### src/rtl/imem_pkg.sv
// Shared types and constants for the programmable instruction memory.
package imem_pkg;

    localparam int DEF_XLEN  = 32;
    localparam int DEF_DEPTH = 64;

    localparam logic [31:0] NOP_INSTR = 32'h00000013;

    typedef enum logic [1:0] {
        CLEAR = 2'd0,
        LOAD  = 2'd1,
        RUN   = 2'd2
    } state_t;

endpackage

### src/rtl/imem_array.sv
// Instruction storage: one write port, one registered read port.
// Optional per-word even parity when IMEM_PARITY_EN is defined.
module imem_array
    import imem_pkg::*;
#(
    parameter int XLEN  = DEF_XLEN,
    parameter int DEPTH = DEF_DEPTH,
    parameter int AW    = $clog2(DEPTH)
) (
    input  logic            clk,
    input  logic            reset,
    input  logic            we,
    input  logic [AW-1:0]   waddr,
    input  logic [XLEN-1:0] wdata,
    input  logic            re,
    input  logic            nop,
    input  logic [AW-1:0]   raddr,
    output logic [XLEN-1:0] rdata,
    output logic            perr
);

    logic [XLEN-1:0] mem [DEPTH];

    always_ff @(posedge clk) begin
        if (we) begin
            mem[waddr] <= wdata;
        end
    end

    // rdata only moves on a fetch, so it holds while no result is presented
    always_ff @(posedge clk or negedge reset) begin
        if (!reset) begin
            rdata <= '0;
        end else if (re) begin
            rdata <= nop ? XLEN'(NOP_INSTR) : mem[raddr];
        end
    end

`ifdef IMEM_PARITY_EN
    logic par_mem [DEPTH];

    always_ff @(posedge clk) begin
        if (we) begin
            par_mem[waddr] <= ^wdata;
        end
    end

    always_ff @(posedge clk or negedge reset) begin
        if (!reset) begin
            perr <= 1'b0;
        end else begin
            perr <= re && !nop && (par_mem[raddr] != ^mem[raddr]);
        end
    end
`else
    assign perr = 1'b0;
`endif

endmodule

### src/rtl/prog_imem.sv
// Programmable instruction memory: CLEAR -> LOAD -> RUN sequencer with fetch port.
// Define IMEM_PARITY_EN to add per-word parity checking.
module prog_imem
    import imem_pkg::*;
#(
    parameter int XLEN  = DEF_XLEN,
    parameter int DEPTH = DEF_DEPTH
) (
    input  logic                     clk,
    input  logic                     reset,
    input  logic                     prog_req,
    input  logic                     ld_valid,
    output logic                     ld_ready,
    input  logic [$clog2(DEPTH)-1:0] ld_addr,
    input  logic [XLEN-1:0]          ld_data,
    input  logic                     ld_last,
    output logic                     ld_err,
    input  logic                     fetch_en,
    input  logic [31:0]              pc,
    output logic [XLEN-1:0]          instr,
    output logic                     instr_valid,
    output logic                     fault,
    output logic                     par_err,
    output logic                     busy
);

    localparam int AW = $clog2(DEPTH);

    state_t          state;
    logic [AW-1:0]   cnt;
    logic            ld_hs;
    logic            ld_in_range;
    logic            fetch_go;
    logic            fetch_bad;
    logic            we;
    logic [AW-1:0]   waddr;
    logic [XLEN-1:0] wdata;

    assign ld_hs       = ld_valid && ld_ready;
    // widened by one bit so the range check stays meaningful for any DEPTH
    assign ld_in_range = ({1'b0, ld_addr} < (AW+1)'(DEPTH));
    assign fetch_go    = fetch_en && (state == RUN);
    assign fetch_bad   = (pc[1:0] != 2'b00) || (pc[31:AW+2] != '0);
    assign busy        = (state != RUN);

    always_comb begin
        we    = 1'b0;
        waddr = ld_addr;
        wdata = ld_data;
        if (state == CLEAR) begin
            we    = 1'b1;
            waddr = cnt;
            wdata = '0;
        end else if (state == LOAD) begin
            we    = ld_hs && ld_in_range;
        end
    end

    always_ff @(posedge clk or negedge reset) begin
        if (!reset) begin
            state       <= CLEAR;
            cnt         <= '0;
            ld_ready    <= 1'b0;
            ld_err      <= 1'b0;
            instr_valid <= 1'b0;
            fault       <= 1'b0;
        end else begin
            ld_err      <= ld_hs && !ld_in_range;
            instr_valid <= fetch_go;
            fault       <= fetch_go && fetch_bad;
            case (state)
                CLEAR: begin
                    cnt <= cnt + 1'b1;
                    if (cnt == AW'(DEPTH - 1)) begin
                        cnt      <= '0;
                        state    <= LOAD;
                        ld_ready <= 1'b1;
                    end
                end
                LOAD: begin
                    if (ld_hs && ld_last) begin
                        state    <= RUN;
                        ld_ready <= 1'b0;
                    end
                end
                RUN: begin
                    if (prog_req) begin
                        state    <= LOAD;
                        ld_ready <= 1'b1;
                    end
                end
                default: begin
                    state    <= CLEAR;
                    cnt      <= '0;
                    ld_ready <= 1'b0;
                end
            endcase
        end
    end

    imem_array #(
        .XLEN  (XLEN),
        .DEPTH (DEPTH),
        .AW    (AW)
    ) u_array (
        .clk   (clk),
        .reset (reset),
        .we    (we),
        .waddr (waddr),
        .wdata (wdata),
        .re    (fetch_go),
        .nop   (fetch_bad),
        .raddr (pc[AW+1:2]),
        .rdata (instr),
        .perr  (par_err)
    );

endmodule

### config.mk
export PLATFORM = sky130hd
export DESIGN_NAME = prog_imem
export DESIGN_NICKNAME = d
export VERILOG_FILES = /design/src/rtl/imem_pkg.sv /design/src/rtl/imem_array.sv /design/src/rtl/prog_imem.sv
export SDC_FILE = /design/constraint.sdc
export NUM_CORES = 2
export LEC_CHECK = 0
export BUFFER_PORTS_ARGS = -buffer_cell sky130_fd_sc_hd__buf_2
export CORE_MARGIN = 2
export CORE_UTILIZATION = 50
export DETAILED_ROUTE_END_ITERATION = 8
export PLACE_DENSITY = 0.66
export SKIP_CTS_REPAIR_TIMING = 1
export SLEW_MARGIN = 20
export SYNTH_ARGS = -nofsm -noshare
export SYNTH_HDL_FRONTEND = slang
export SYNTH_SLANG_ARGS = --single-unit
### constraint.sdc
create_clock -name clk -period 4.1 [get_ports clk]
set_input_delay 0.82 -clock clk [delete_from_list [all_inputs] [get_ports clk]]
set_output_delay 0.82 -clock clk [all_outputs]
set_load 0.01 [all_outputs]
* Word level (Yosys, flattened, before mapping) *
Memories as Yosys holds them, arrays and structs flattened.
Cells that the tools add are included.

storage, ports and cells
  register bits = 43
  bits in latches = 0
  bits in writable memories = 2048
  memory bits (read-only) = 0
  input bits = 76
  output and inout bits = 38
  word-level logic and storage cells = 42
  memories kept = 1

memory list
  memory       words  bits a word  read ports  clocked after Yosys merged registers in  wr ports  line              RTL
  u_array.mem  64     32           1           0                                        1         imem_array.sv:22  logic [XLEN-1:0] mem [DEPTH];

cells by class
  add/subtract/negate cells = 1
  multipliers = 0
  divide/modulo/power cells = 0
  $lt $le $gt $ge = 0
  equality and inequality tests = 7
  shifts and indexed selects = 0
  muxes and demuxes = 17
  bitwise gates (word level) = 0
  reduce and logical (&&, ||, !) cells = 10

operators with widths
  kind                 number
  $mux 32              2
  $reduce_bool 24->1   1
  $mux 6               2
  $pmux 6 s2           1
  $mux 1               7
  $add 6x1->6 const B  1
  $eq 6x6->1 const B   1
  $mux 2               3
  $pmux 2 s3           1
  $logic_and 1x1->1    4
  $ne 2x1->1 const B   2
  $ne 2x2->1 const B   2
  $pmux 1 s3           1
  $reduce_and 3->1     1
  $eq 2x1->1 const B   1
  $eq 2x2->1 const B   1
  $logic_not 2->1      1
  $reduce_bool 2->1    1
  $reduce_or 2->1      1
  $logic_or 1x1->1     1

* Logic depth before layout (Yosys ltp) *
  depth after elaboration = 5
  gate-level depth with buffers = 12
  gate-level depth less buffers = 7

* Cells and area by module *
Synthesis repeated with hierarchy kept, for this count alone.

second synthesis, totals
  cell total of the unflattened synthesis = 3464
  area total of the unflattened synthesis = 80005.5 sq um

by module, submodules not included
  module      instances  cells an instance  area an instance (sq um)  sequential area each (sq um)
  imem_array  1          3356               79102.1                   62299.8
  prog_imem   1          108                903.4                     250.2

* Least setup slack after synthesis *
OpenSTA, ideal clock, no wires.

  path type = reg-to-reg
  from = reg state[0]
  to = mem u_array.mem[0][0] in the netlist's numbering, enable pin
  library setup time = 421 ps
  arrival = 3188 ps
  data required time = 3679 ps
  setup slack = 491 ps
  stages on the path, launching flop included = 8
  path buffers = 2
  period minus slack after synthesis = 3609 ps
  cell sequence = dfrtp_1 -> inv_1 -> ha_1 -> clkbuf_1 -> clkbuf_1 -> mux2i_1 -> nand2_1 -> nor2_1

between the ends
  longest elaborated chain between the ends = 5
  elaborated cells on any way between the ends = 7
  those cells by class = eq/ne (1); mux (5); reduce/logical (1)

ends and longest elaborated chain
  item                          line              RTL
  from (decl)                   prog_imem.sv:29   state_t state;
  from (signal assigned)        prog_imem.sv:61   state <= CLEAR;
  from (signal assigned)        prog_imem.sv:76   state <= LOAD;
  from (signal assigned)        prog_imem.sv:82   state <= RUN;
  $eq 2x1->1                    prog_imem.sv:54   end else if (state == LOAD) begin
  $mux 1                        prog_imem.sv:54
  $mux 1                        prog_imem.sv:50   if (state == CLEAR) begin
  $mux 1                        imem_array.sv:25  if (we) begin
  $mux 1 (not written as such)  imem_array.sv:26  mem[waddr] <= wdata;
  to (decl)                     imem_array.sv:22

Several ways; a longest one is shown, not always the timed one.

* Worst setup path after layout *
  from = reg state[0]
  to = mem u_array.mem[15][31] in the netlist's numbering, enable pin

The elaborated chain is that of the path after synthesis.

==> results by group <==
Run status
  – Status: complete, no violations

Yosys
  – Register area share after synthesis: 78.0%
  – Mapped cell area: 80100 µm²
  – Syn Inst Count: 3745
  – Mean post-synth cell area: 21.4 µm²
  – Flops & latches, synth: 2090
  – EDFF count, synth: 2048
  – Synth async-reset ratio: 2.01%
  – Unique cell type count in the Yosys netlist: 51
  – Warnings, synthesis: 0
  – Top_reg_cell synth: edfxtp_1

Route
  – Vias per cell: 6.45
  – Drt total wl: 215 mm
  – Residual DRC count: 0
  – Antenna-violating nets left: 0
  – Initial DRT Pass Iterations: 6
  – Drt wl/cell: 33.7 µm
  – Via count: 41173
  – Drt initial violations: 5537

Timing
  – RSZ-0062 raised after global routing: no
  – Fmax: 292 MHz
  – Endpoints failing hold: 0
  – Skew final: 0.0423 ns
  – Worst rel slew slack: 18.1%
  – Worst Tran Pin Value: 1.22 ns
  – Max Transition Viols Final: 0
  – Final TNS setup: 0 ns
  – Tcrit/Tclk final: 83.5%
  – Final setup fails: 0
  – Fin crit period: 3.42 ns

Global route
  – Antenna violations before repair: 7
  – Vias in the first global route: 40361
  – Largest net degree at the start of global routing: 70
  – Global-route wire length before repair: 302 mm
  – Total gr overflow: 0
  – Gr usage total: 26.4%

Clocking
  – Root buffer cell: clkbuf_16
  – H-tree depth: 4
  – Clock-pin slew on the worst setup and hold paths: 0.06 ns
  – Clk Latency, worst-skew pair: 0.84 ns
  – Sinks on Clock Net: 2090
  – CTS Buffer Depth: 3
  – CTS tree: built
  – Num CTS Buffers: 201

Layout
  – Final #Nets: 4215
  – Commonest non-fill, non-tap cells in the layout: edfxtp_1, mux4_2, mux2i_1, buf_4, clkbuf_16
  – Leading cell type in the layout, fill and taps excluded: edfxtp_1
  – Fin area: 92300 µm²
  – Synthesis-to-layout area growth: 15.1%
  – # fillers: 11221
  – Share of cells above drive strength 1: 27.9%

Floorplanning
  – Num rows: 146
  – Initial Util: 50.5%
  – Die width: 404 µm
  – I/O pins: 114
  – Die Area: 164000 µm²
  – Core area: 159000 µm²
  – Die Ht: 404 µm

Setup path
  – Crit. End Element: register
  – Flop-to-flop setup slack: 0.68 ns
  – Reg2reg start: state[0]
  – Kind of start point of the critical path: register
  – Reg2Reg Capture Point: u_array.mem[15][31]
  – CP Class: reg -> reg
  – WP data arrival: 3.94 ns
  – Required time worst endpoint: 4.61 ns
  – Worst R2R Path Depth: 7
  – Crit-path max FO: 25

Placement
  – Placed cell area: 85800 µm²
  – Final HPWL from detailed placement: 122 mm
  – RD Place Congestion: 0.855
  – Port bufs: 111

Power and ir drop
  – Leakage power: 30.4 nW
  – Peak VDD IR: 504 µV
  – Pwr dens: 551 nW/µm²

Flow run
  – Number of max-cap violations: 0

Worst hold path
  – HP Class: in -> async
-- stage by stage --
stage	setup WS (ns)	hold slack [ns]	cells	power (mW)	utilization, %
4_1_cts	0.752	0.0545	6381	51.0	58.1
6_report	0.677	0.105	6383	50.9	58.1
2_1_floorplan	0.491	0.524	3746	29.8	-
5_1_grt	0.559	0.105	6381	52.2	58.1
3_5_place_dp	0.112	0.502	6004	32.9	54.0
3_3_place_gp	-0.483	0.493	6002	32.7	54.0
-- logic make-up (layout without fill, tap and decap cells) --
logic type / after synthesis / in the layout / synth area share [%]
AO/OA/AOI/OAI: 428 / 428 / 4.09
XOR/XNOR: 2 / 2 / 0.0219
adder cells (fa/ha/maj): 4 / 4 / 0.0625
buffers and inverters: 223 / 786 / 1.52
flip-flops: 2090 / 2090 / 78.0
multiplexers: 683 / 683 / 14.5
other: 1 / 4 / 0.00468
AND/OR/NAND/NOR: 314 / 314 / 1.80
-- critical path, stage by stage (launching register included) --
cell      delay, ns
dfrtp_1        0.44
inv_1          0.13
ha_4           0.26
nand2b_1       0.20
o21ai_0        0.29
nand2_1        0.60
nor2_4         0.85
buf_12         0.29
-- worst max path at each step --
| stage | cells after the start | startpoint | endpoint | slack (ns) |
|---|---|---|---|---|
| 2_1_floorplan | 7 | state[0] | u_array.mem[0][0] | 0.49 |
| 5_1_grt | 7 | state[0] | u_array.mem[15][24] | 0.56 |
| 3_3_place_gp | 10 | pc[2] | u_array.rdata[9] | -0.48 |
| 6_report | 7 | state[0] | u_array.mem[15][31] | 0.68 |
| 3_5_place_dp | 10 | pc[2] | u_array.rdata[28] | 0.11 |
| 4_1_cts | 7 | state[0] | u_array.mem[15][26] | 0.75 |
-- cell type report --
type                            count  area [µm²]  share of cell area [%]
Inverter                            9        33.8                  0.0366
Clock buffer                      250        5280                    5.72
Tap cell                         2072        2590                    2.81
Clock inverter                    127        1240                    1.34
Antenna cell                        2        5.00                 0.00542
Sequential cell                  2090       62600                    67.8
Multi-Input combinational cell   1433       17200                    18.6
Timing Repair Buffer              400        3420                    3.71
-- power breakdown --
| part | internal [mW] | leakage [nW] | switching [mW] |
|---|---|---|---|
| Clock | 10.4 | 3.19 | 7.90 |
| Sequential | 26.2 | 19.3 | 0.250 |
| Combinational | 1.48 | 7.86 | 4.58 |
-- Yosys cell counts (2+ instances only) --
cell type     n  area [µm²]
and2_1       15        93.8
o221ai_1     87         762
ha_1          4        50.1
nand4_1       4        25.0
a211oi_1     59         443
clkbuf_1    100         375
nor2b_1      44         275
a221o_1       6        60.1
buf_1        11        41.3
mux2i_1     292        2920
buf_2        41         205
o21ai_0      12        60.1
a311oi_1      2        17.5
a21oi_1      60         300
a31oi_1       3        18.8
nand2_1      82         308
buf_6        26         293
nor2_1      110         413
dfrtp_1      42        1050
o2111ai_1     2        17.5
edfxtp_1   2048       61500
nand3_1      25         125
xnor2_1       2        17.5
nand4b_1      2        17.5
mux4_2      378        8510
a31o_1        7        61.3
o22ai_1      29         181
a32o_1       13         130
a21o_1        2        15.0
buf_4        36         270
nand2b_1      4        25.0
a22o_1       47         412
a22oi_1      54         405
nor4_1        8        50.1
a31o_2        6        52.6
nand3b_1      4        30.0
mux2_2       13         146
a2111oi_0    20         175
inv_1         7        26.3
a221oi_1     13         114
nor3_1       15        75.1
-- flip-flops by register name, summed over array words and instances, names as in the netlist --
name and count:
cnt 6, fault 1, instr_valid 1, state 2, u_array.mem 2048, u_array.rdata 32
-- per-layer routing --
layer / wire length (µm) / part of all wire [%] / up-vias / track usage, %
met5: 20 / 0.0093 / - / 0
met4: 6660 / 3.1 / 2 / 8.16
met3: 21800 / 10 / 335 / 5.81
met2: 102000 / 47 / 2319 / 41.7
met1: 84300 / 39 / 21925 / 37.1
li1: - / - / 16592 / -
(Power assumes the default switching activity.)
